File: src/rtl/pipe_pkg.sv
// Shared definitions for the pipeline-register chain: default widths, named
// control-bit positions and a packed beat type for users that pack payloads.
package pipe_pkg;

    localparam int unsigned DATA_W_DEF = 32;
    localparam int unsigned CTRL_W_DEF = 4;

    // Bit positions inside the control vector carried alongside the payload.
    localparam int unsigned CTRL_REGWRITE = 0;
    localparam int unsigned CTRL_MEMTOREG = 1;
    localparam int unsigned CTRL_JUMP     = 2;
    localparam int unsigned CTRL_MEMWRITE = 3;

    typedef struct packed {
        logic [CTRL_W_DEF-1:0] ctrl;
        logic [DATA_W_DEF-1:0] data;
    } pipe_beat_t;

endpackage

File: src/rtl/pipe_skid_slot.sv
// One 2-entry skid stage: a main register driving the output and a skid
// register that catches one beat while the output is stalled. The upstream
// ready is registered, so there is no combinational path from i_ready to o_ready.
module pipe_skid_slot
    import pipe_pkg::*;
#(
    parameter int unsigned DATA_W = DATA_W_DEF,
    parameter int unsigned CTRL_W = CTRL_W_DEF
) (
    input  logic              i_clk,
    input  logic              i_rst,
    input  logic              i_flush,
    input  logic              i_valid,
    output logic              o_ready,
    input  logic [DATA_W-1:0] i_data,
    input  logic [CTRL_W-1:0] i_ctrl,
    output logic              o_valid,
    input  logic              i_ready,
    output logic [DATA_W-1:0] o_data,
    output logic [CTRL_W-1:0] o_ctrl
);

    logic              r_main_valid, r_skid_valid, r_ready;
    logic [DATA_W-1:0] r_main_data, r_skid_data;
    logic [CTRL_W-1:0] r_main_ctrl, r_skid_ctrl;

    logic              w_main_valid_d, w_skid_valid_d;
    logic [DATA_W-1:0] w_main_data_d, w_skid_data_d;
    logic [CTRL_W-1:0] w_main_ctrl_d, w_skid_ctrl_d;
    logic              w_in_xfer, w_out_xfer;

    // Next-state: refill main from skid first, otherwise from the input.
    always_comb begin
        w_in_xfer      = i_valid && r_ready;
        w_out_xfer     = r_main_valid && i_ready;
        w_main_valid_d = r_main_valid;
        w_main_data_d  = r_main_data;
        w_main_ctrl_d  = r_main_ctrl;
        w_skid_valid_d = r_skid_valid;
        w_skid_data_d  = r_skid_data;
        w_skid_ctrl_d  = r_skid_ctrl;
        if (i_flush) begin
            w_main_valid_d = 1'b0;
            w_skid_valid_d = 1'b0;
            w_main_ctrl_d  = '0;
            w_skid_ctrl_d  = '0;
        end else if (!r_main_valid || w_out_xfer) begin
            if (r_skid_valid) begin
                // Skid full implies r_ready was low, so no input beat this cycle.
                w_main_valid_d = 1'b1;
                w_main_data_d  = r_skid_data;
                w_main_ctrl_d  = r_skid_ctrl;
                w_skid_valid_d = 1'b0;
            end else if (w_in_xfer) begin
                w_main_valid_d = 1'b1;
                w_main_data_d  = i_data;
                w_main_ctrl_d  = i_ctrl;
            end else begin
                w_main_valid_d = 1'b0;
            end
        end else if (w_in_xfer) begin
            w_skid_valid_d = 1'b1;
            w_skid_data_d  = i_data;
            w_skid_ctrl_d  = i_ctrl;
        end
    end

    // State registers with synchronous active-low reset; ready held low in reset.
    always_ff @(posedge i_clk) begin
        if (!i_rst) begin
            r_main_valid <= 1'b0;
            r_skid_valid <= 1'b0;
            r_main_data  <= '0;
            r_skid_data  <= '0;
            r_main_ctrl  <= '0;
            r_skid_ctrl  <= '0;
            r_ready      <= 1'b0;
        end else begin
            r_main_valid <= w_main_valid_d;
            r_skid_valid <= w_skid_valid_d;
            r_main_data  <= w_main_data_d;
            r_skid_data  <= w_skid_data_d;
            r_main_ctrl  <= w_main_ctrl_d;
            r_skid_ctrl  <= w_skid_ctrl_d;
            r_ready      <= !w_skid_valid_d;
        end
    end

    assign o_ready = r_ready;
    assign o_valid = r_main_valid;
    assign o_data  = r_main_data;
    assign o_ctrl  = r_main_ctrl;

endmodule

File: src/rtl/pipe_stage_chain.sv
// Parametrised chain of DEPTH skid stages between two datapath stages, with
// flush, an occupancy counter and control bits masked to zero when invalid.
module pipe_stage_chain
    import pipe_pkg::*;
#(
    parameter int unsigned DATA_W = DATA_W_DEF,
    parameter int unsigned CTRL_W = CTRL_W_DEF,
    parameter int unsigned DEPTH  = 1,
    localparam int unsigned CNT_W = $clog2(2 * DEPTH + 1)
) (
    input  logic              clk,
    input  logic              rst,
    input  logic              flush,
    input  logic              in_valid,
    output logic              in_ready,
    input  logic [DATA_W-1:0] in_data,
    input  logic [CTRL_W-1:0] in_ctrl,
    output logic              out_valid,
    input  logic              out_ready,
    output logic [DATA_W-1:0] out_data,
    output logic [CTRL_W-1:0] out_ctrl,
    output logic [CNT_W-1:0]  occupancy
);

    // Link k sits in front of stage k; link DEPTH is the chain head.
    logic [DEPTH:0]             w_valid;
    logic [DEPTH:0]             w_ready;
    logic [DEPTH:0][DATA_W-1:0] w_data;
    logic [DEPTH:0][CTRL_W-1:0] w_ctrl;

    logic             w_in_xfer, w_out_xfer;
    logic [CNT_W-1:0] r_occ, w_occ_d;

    assign w_valid[0]     = in_valid;
    assign w_data[0]      = in_data;
    assign w_ctrl[0]      = in_ctrl;
    assign in_ready       = w_ready[0];
    assign w_ready[DEPTH] = out_ready;

    for (genvar g = 0; g < DEPTH; g++) begin : g_stage
        pipe_skid_slot #(
            .DATA_W(DATA_W),
            .CTRL_W(CTRL_W)
        ) u_slot (
            .i_clk  (clk),
            .i_rst  (rst),
            .i_flush(flush),
            .i_valid(w_valid[g]),
            .o_ready(w_ready[g]),
            .i_data (w_data[g]),
            .i_ctrl (w_ctrl[g]),
            .o_valid(w_valid[g+1]),
            .i_ready(w_ready[g+1]),
            .o_data (w_data[g+1]),
            .o_ctrl (w_ctrl[g+1])
        );
    end

    assign out_valid = w_valid[DEPTH];
    assign out_data  = w_data[DEPTH];
    assign out_ctrl  = out_valid ? w_ctrl[DEPTH] : '0;
    assign occupancy = r_occ;

    // Occupancy next-state: +1 per accepted beat, -1 per consumed beat.
    always_comb begin
        w_in_xfer  = in_valid && in_ready;
        w_out_xfer = out_valid && out_ready;
        w_occ_d    = r_occ;
        if (flush) begin
            w_occ_d = '0;
        end else if (w_in_xfer && !w_out_xfer) begin
            w_occ_d = r_occ + CNT_W'(1);
        end else if (w_out_xfer && !w_in_xfer) begin
            w_occ_d = r_occ - CNT_W'(1);
        end
    end

    // Occupancy register with synchronous active-low reset.
    always_ff @(posedge clk) begin
        if (!rst) begin
            r_occ <= '0;
        end else begin
            r_occ <= w_occ_d;
        end
    end

endmodule

File: config.mk
export PLATFORM = sky130hd
export DESIGN_NAME = pipe_stage_chain
export DESIGN_NICKNAME = d
export VERILOG_FILES = /design/src/rtl/pipe_pkg.sv /design/src/rtl/pipe_skid_slot.sv /design/src/rtl/pipe_stage_chain.sv
export SDC_FILE = /design/constraint.sdc
export NUM_CORES = 1
export LEC_CHECK = 0
export ABC_AREA = 1
export CAP_MARGIN = 15
export CORE_ASPECT_RATIO = 1.5
export CORE_MARGIN = 2
export CORE_UTILIZATION = 54
export DETAILED_ROUTE_END_ITERATION = 7
export HOLD_SLACK_MARGIN = 0.02
export PLACE_DENSITY = 0.85
export SYNTH_ARGS = -nofsm -noshare
export SYNTH_HDL_FRONTEND = slang
export SYNTH_SLANG_ARGS = --single-unit
File: constraint.sdc
create_clock -name clk -period 3.2 [get_ports clk]
set_input_delay 0.64 -clock clk [delete_from_list [all_inputs] [get_ports clk]]
set_output_delay 0.64 -clock clk [all_outputs]
set_load 0.02 [all_outputs]
==> results.md, run 1 <==
- After clock tree synthesis, the repair step resized 0 gates.
- The worst slew slack as a fraction of its limit is 0.448.
- In this run the power density over the cells is 431 nW/um^2.
- Counting instances, the worst hold path has a depth of 2.
- The largest buffer count on any clock path is 2.
- Among all stages on the critical path, the largest delay is contributed by clkdlybuf4s50_1.
- Ranked by total cell area, the synthesized netlist is headed by dfxtp_1 43%, nand2_1 16%, nor2_1 15%.
- Clock-pin slew was measured on the worst setup and hold paths at 0.07 ns.
- The transition time of the tightest slew-check pin is 0.826 ns.
- The number of nets with antenna violations after routing is 0.
- The layout overhead on the synthesized area is 26.5%.
- After routing, the total negative slack on setup checks comes to 0 ns.
- The routability-driven placement congestion ratio is 0.842.
- The type of the worst min-delay path is reg -> reg.
- The worst hold path terminates at g_stage[0].u_slot.o_ctrl[1].
- The average wire length per cell after detail routing is 11.2 microns.
- The die extent in x is 70.5 microns.
- The number of global-route vias before repair came to 3287.
- The final critical-path share of the clock period is 0.686.
- In the global route stage, overall resource usage came out at 0.223.
- The required time of the critical path is 2.56 ns.
- The count of endpoints failing setup in the final report is 0.
- The placeable core region is 6440 sq um.
- Synthesis produced a netlist with a net count of 613.
- The power after layout is 0.00195 W.
- In the final layout, the share of cells above drive strength 1 is 0.0455.
- The number of setup buffers added after CTS is 0.
- The worst hold path begins at g_stage[0].u_slot.o_ctrl[1].
- TritonCTS built the clock tree.
- For the worst setup path, the data arrival time is 1.56 ns.
- The count of buffers added on input and output ports is 80.
- The number of buffers added to fix hold violations after cts is 0.
- The leakage power of the design is 2.11 nW.
- The mapped netlist covers 3580 sq um.
- The global-route wire length before repair is 13500 microns.
- The chip height is 104 microns.
- Across the whole layout, storage elements account for 1540 sq um.
- The gate count of the mapped netlist is 571.
- The worst setup path is captured at an output port.
- The distinct cell type count of the synthesized netlist is 19.
- The area enclosed by the die boundary is 7310 sq um.
- STA classifies the critical path startpoint as a flop.
- The global-route congestion overflow total is 0.
- Along the worst path, the maximum fanout reaches 8.
- After detailed routing, the number of remaining DRC violations is 0.
- The share of the Yosys chip area taken by registers is 0.430.
- The type of the setup path with the least slack is reg -> out.
- The number of clock sinks is 77.
- The routed via count is 3504.
- The number of antenna violations at the first check in global routing is 0.
- The initial cell density of the core is 0.556.
- The max-capacitance violation count is 0.
- The final-report max-slew violation count was 0.
- The final layout contains 677 nets.
- In this run the critical register-to-register path is launched from g_stage[0].u_slot.o_valid.
- 0 antenna diodes ended up in the layout.
- The number of warnings reported in the yosys synthesis log is 0.
- Of the post-synthesis cell area, the dominant cell type holds 0.430.
- The number of cells on the worst reg-to-reg path is 5.
- The tightest hold path in the finished design has a slack of 0.484 ns.
- Setup slack closes at 1.00 ns.
- The number of clock buffers inserted by TritonCTS is 9.
- At the placement stage, the worst setup path has a slack of 0.765 ns.
- After synthesis, the mean cell area works out to 6.27 sq um.
- In this run, synthesis produced a sequential element count of 77.
- Summed over all nets, the half-perimeter wirelength after detailed placement is 5220 microns.
- The biggest area contributor in the post-synthesis netlist is dfxtp_1.
- The minimum clock period is 2.20 ns.
- The number of filler instances in the final layout is 565.
- The run finished with clean final reports.
- Clock skew on the completed layout was measured at 0.00732 ns.
- The endpoint identified for the worst register-to-register timing path is g_stage[0].u_slot.r_skid_data[31].
- The cell at the root of the clock tree is clkbuf_8.
- The maximum level of the CTS H-tree is 3.
- The length of the first detailed-routing pass in iterations is 5.
- The number of primary I/O pins is 81.
- The worst register-to-register path has a setup slack of 1.39 ns.
- Walking the worst path, the cells encountered are nand2_1 > inv_1 > clkdlybuf4s50_1.
- After the first detailed-routing iteration, the DRC count stood at 258.
- The worst stage delay on the critical path is 0.59 ns.
- The critical path starts at g_stage[0].u_slot.o_valid.
- The final hold violation count is 0.
- The clock latency on the worst-skew pair is 0.35 ns.
- In the final layout, the multi-input gates occupy 1600 sq um.
- Setup repair after global routing left no endpoint under its margin.
- The highest ir drop seen on vdd is 0.000304 V.
- The maximum number of pins on one net before global-route repair is 69.
- The maximum clock rate is 455 MHz.
- In this run the core area contains 36 standard-cell rows.
- The overall routed net length is 8030 microns.
- Dividing the detail-routed via count by the number of cells gives 4.91.
[critical path: cells and delay by family, from the launching register on]
kind / cells / cell delay, ns
buffers and inverters: 2 / 0.65
AND/OR/NAND/NOR: 1 / 0.08
flip-flops: 1 / 0.48
[state kept, by name (all words and copies together), names as in the netlist]
register / flops
g_stage.u_slot.r_skid_valid: 1
occupancy: 2
g_stage.u_slot.r_skid_data: 32
g_stage.u_slot.o_valid: 1
g_stage.u_slot.o_data: 32
g_stage.u_slot.r_skid_ctrl: 4
g_stage.u_slot.o_ready: 1
g_stage.u_slot.o_ctrl: 4
[layer usage]
metal | track usage | wire, microns | share of wire
met1 | 0.250 | 3440 | 0.43
met2 | 0.394 | 3980 | 0.50
met3 | 0.0496 | 397 | 0.049
met4 | 0.103 | 218 | 0.027
met5 | 0 | 0 | 0
[kinds of logic (layout without fill, tap and decap cells)]
| family | Yosys count | in the layout | share of synthesized area |
|---|---|---|---|
| adders and majority gates | 1 | 1 | 0.00349 |
| DFF | 77 | 77 | 0.430 |
| and+or+nand+nor | 337 | 337 | 0.378 |
| AOI/OAI and AO/OA | 47 | 47 | 0.0660 |
| buffers and inverters | 109 | 176 | 0.123 |
[power breakdown]
group	total, W	internal [W]	switching (W)	leakage (nW)
Combinational	0.000264	0.000123	0.000142	1.39
Sequential	0.00100	0.000985	0.0000159	0.626
Clock	0.000689	0.000349	0.000340	0.0947
[synth_stat cells (all sizes together)]
cell / count
a21oi: 6
a31oi: 1
buf: 18
clkbuf: 12
dfxtp: 77
ha: 1
inv: 79
nand2: 156
nand3: 36
nor2: 145
o21ai: 40
[final cells by class]
class	count	share of cell area
Multi-Input combinational cell	385	0.353
Inverter	79	0.0654
Sequential cell	77	0.340
Timing Repair Buffer	83	0.181
Clock buffer	9	0.0273
Clock inverter	5	0.0119
Tap cell	76	0.0210
[cells in the final DEF, fill, tap and decap left out, drive strengths merged]
| cell | n |
|---|---|
| ha | 1 |
| clkdlybuf4s50 | 79 |
| bufinv | 1 |
| a21oi | 6 |
| a31oi | 1 |
| o21ai | 40 |
| nand2 | 156 |
| dfxtp | 77 |
| clkbuf | 9 |
| nand3 | 36 |
| clkinv | 4 |
| buf | 4 |
| inv | 79 |
| nor2 | 145 |
[metrics by stage]
stage | instances | instance area [sq um] | util
finish | 714 | 4530 | 0.704
global route | 714 | 4530 | 0.704
CTS | 714 | 4530 | 0.704
detailed placement | 700 | 4350 | 0.676
global placement | 700 | 4350 | 0.676
floorplan | 571 | 3580 | -
[how the worst max path moves through the flow]
stage | to | slack, ns | depth (start not counted)
detailed placement | g_stage[0].u_slot.o_data[10] | 0.76 | 7
global placement | g_stage[0].u_slot.r_skid_data[28] | 0.81 | 7
CTS | out_ctrl[1] | 0.98 | 3
floorplan | occupancy[1] | 1.63 | 7
global route | out_ctrl[1] | 0.89 | 3
finish | out_ctrl[1] | 1.00 | 3
Power figures use the tool's default switching activity.
==> run 2: changes to the inputs <==
CORE_UTILIZATION = 50   (was 54)
PLACE_DENSITY = 0.8   (was 0.85)
clock period = 2.1 ns   (was 3.2 ns; I/O delays follow)
==> run 2 against run 1 <==
Register-to-register slack lost 0.80 ns. Total power grew 55%. Clock power grew 57%. Clock skew grew 0.0014 ns. Via count grew 0.46%. Largest power group unchanged. Global-route usage shrank 0.42 points. Sequential power grew 53%.
==> results.md, run 2 (same netlist as run 1, synthesis figures left out) <==
- The global-route congestion overflow total is 0 (unchanged).
- The cell at the root of the clock tree is clkbuf_8 (unchanged).
- The worst slew slack as a fraction of its limit is 0.728 (was 0.448).
- The average wire length per cell after detail routing came to 11.2 microns (about the same).
- Derived from the worst setup path, the maximum achievable clock frequency is 498 MHz.
- The maximum level of the CTS H-tree is 3 (unchanged).
- The worst hold slack is 0.437 ns (was 0.484 ns).
- The critical path arrival was 1.59 ns (was 1.56 ns).
- The layout overhead on the synthesized area is 29.6% (was 26.5%).
- The number of nets in the layout is 683 (was 677).
- The worst stage delay on the critical path is 0.61 ns (was 0.59 ns).
- The power after layout is 0.00302 W (was 0.00195 W).
- The number of primary I/O pins came to 81 (unchanged).
- The number of nets with antenna violations after routing is 0 (unchanged).
- The share of final-layout standard cells stronger than drive strength 1 is 0.0573 (was 0.0455).
- The number of input and output port buffers inserted was 80 (unchanged).
- The routability-driven placement congestion ratio is 0.776 (was 0.842).
- The clock transition at the registers of the reported paths is 0.08 ns (was 0.07 ns).
- The commonest non-fill, non-tap cell in the layout is nand2_1 (unchanged).
- The number of antenna violations at the first check in global routing came to 0 (unchanged).
- The routed via count is 3520 (was 3504).
- The type of the setup path with the least slack is reg -> out (unchanged).
- The type of the worst min-delay path is in -> reg (was reg -> reg).
- The library cell contributing the largest single delay on the critical path was clkdlybuf4s50_1 (unchanged).
- The clock latency on the worst-skew pair is 0.35 ns (about the same).
- The largest buffer count on any clock path is 2 (unchanged).
- Cell-by-cell listing of the critical path: nand2_1 > inv_1 > clkdlybuf4s50_1 (unchanged).
- The count of endpoints failing setup in the final report is 0 (unchanged).
- Outcome: complete, no violations (unchanged).
- The internal power summed over all cells is 0.00224 W (was 0.00146 W).
- The length of the first detailed-routing pass in iterations was 6 (was 5).
- The overall routed net length came to 8130 microns (was 8030 microns).
- The final hold violation count is 0 (unchanged).
- The largest fanout on the critical path is 8 (unchanged).
- The fraction of power consumed by the clock network came to 0.357 (was 0.352).
- The mean number of vias per cell is 4.86 (was 4.91).
- The final instance count without filler cells came to 724 (was 714).
- The violation count after the first detailed-routing iteration is 247 (was 258).
- The antenna diode count came to 0 (unchanged).
- The largest clock skew in the final design is 0.00867 ns (was 0.00732 ns).
- The global router's overall resource usage came to 0.219 (was 0.223).
- The max-capacitance violation count is 0 (unchanged).
- The kind of capture point of the worst setup path is an output port (unchanged).
- The DRC violations left is 0 (unchanged).
- The global-route wire length before repair came to 13700 microns (was 13500 microns).
- The number of clock buffers inserted by TritonCTS was 9 (unchanged).
- The end-of-flow core utilization came to 0.673 (was 0.704).
- The number of cells on the worst reg-to-reg path was 4 (was 5).
- The leakage power of the design is 2.16 nW (was 2.11 nW).
- The required time of the critical path was 1.68 ns (was 2.56 ns).
- The number of buffers added to fix hold violations after cts is 0 (unchanged).
- The number of clock sinks is 77 (unchanged).
- The transition time of the tightest slew-check pin is 0.408 ns (was 0.826 ns).
- The site row count is 37 (was 36).
- The final critical-path share of the clock period is 0.956.
- The chip height is 108 microns (was 104 microns).
- The placeable core region came to 6900 sq um (was 6440 sq um).
- The number of instances on the worst hold path is 3 (was 2).
- Highest-count cells in the layout ignoring fill and taps: 153 x nand2_1, 142 x nor2_1, 79 x clkdlybuf4s50_1 (unchanged).
- The power per cell area is 651 nW/um^2 (was 431 nW/um^2).
- The clock tree from TritonCTS is done (unchanged).
- The relative contribution of sequential cells to total power came to 0.506 (was 0.512).
- The area enclosed by the die boundary came to 7870 sq um (was 7310 sq um).
- The highest ir drop seen on vdd is 0.000335 V (was 0.000304 V).
- The die extent in x is 73.1 microns (was 70.5 microns).
- The total negative slack for setup checks is 0 ns (unchanged).
- The total net switching power is 0.000780 W (was 0.000497 W).
- The nature of the critical path startpoint is a flop (unchanged).
- The initial cell density of the core is 0.519 (was 0.556).
- The net switching share of the total power is 0.258 (was 0.255).
- The maximum number of pins on one net before global-route repair is 56 (was 69).
- The number of placed instances with taps included is 708 (was 700).
- The routed design could run at a clock period as short as 2.01 ns.
- The number of setup buffers added after CTS is 0 (unchanged).
- The portion of total power attributed to combinational logic is 0.137 (was 0.135).
- The final-report max-slew violation count came to 0 (unchanged).
- The number of gates given a new drive strength after cts is 0 (unchanged).
- Unrepaired setup endpoints after global routing: no (unchanged).
- The number of global-route vias before repair came to 3173 (was 3287).
- The half-perimeter wire length of the detailed placement result is 5550 microns (was 5220 microns).
-- run 2: cell count changes in the layout (fill, tap and decap cells not counted) --
cell,delta
buf_4,+2
clkinvlp_4,+1
buf_12,+4
clkinv_2,+1
-- run 2: cell type report --
cell class                 instances  area (sq um)
tap                               78          97.6
timing repair buffer              89           913
fill                             618          2260
multi-input combinational        385          1600
clock inverter                     7          66.3
sequential                        77          1540
clock buffer                       9           124
inverter                          79           297
-- run 2: power groups by stage --
stage	sequential (W)	clock, W	combinational [W]
after CTS	0.00153	0.00110	0.000418
after floorplan	0.00160	0	0.000176
after global routing	0.00153	0.00116	0.000461
after detailed placement	0.00156	0	0.000415
after global placement	0.00156	0	0.000408
final	0.00153	0.00108	0.000415
-- run 2: stage by stage --
stage / setup slack (ns) / area (sq um)
5_1_grt: 0.0138 / 4640
3_3_place_gp: 0.260 / 4450
4_1_cts: 0.0821 / 4640
6_report: 0.0926 / 4640
2_1_floorplan: 0.722 / 3580
3_5_place_dp: 0.224 / 4450
-- run 2: final timing paths --
kind | from | endpoint | slack [ns]
worst min register to register | g_stage[0].u_slot.r_skid_data[0] | g_stage[0].u_slot.r_skid_data[0] | 0.48
worst min-delay path | rst | g_stage[0].u_slot.r_skid_data[2] | 0.44
worst max-delay path | g_stage[0].u_slot.o_valid | out_ctrl[1] | 0.09
worst max register to register | g_stage[0].u_slot.r_skid_valid | g_stage[0].u_slot.o_data[18] | 0.59
-- run 2: layer usage --
metal / GRT usage / vias to the layer above / share of wire
met5: 0 / - / 0
met4: 0.0992 / 0 / 0.019
met3: 0.0300 / 15 / 0.043
met2: 0.388 / 98 / 0.50
met1: 0.254 / 1566 / 0.44
li1: - / 1841 / -
-- run 2: critical path, delay by kind of cell (launching register included) --
family	cells	cell delay, ns
flops	1	0.49
simple gates	1	0.09
buf+inv	2	0.67
==> run 3: changes to the inputs <==
HOLD_SLACK_MARGIN = 0.15   (was 0.02)
==> results of run 3 <==
Same layout as run 2: the final DEF is identical, and so are final timing and power.
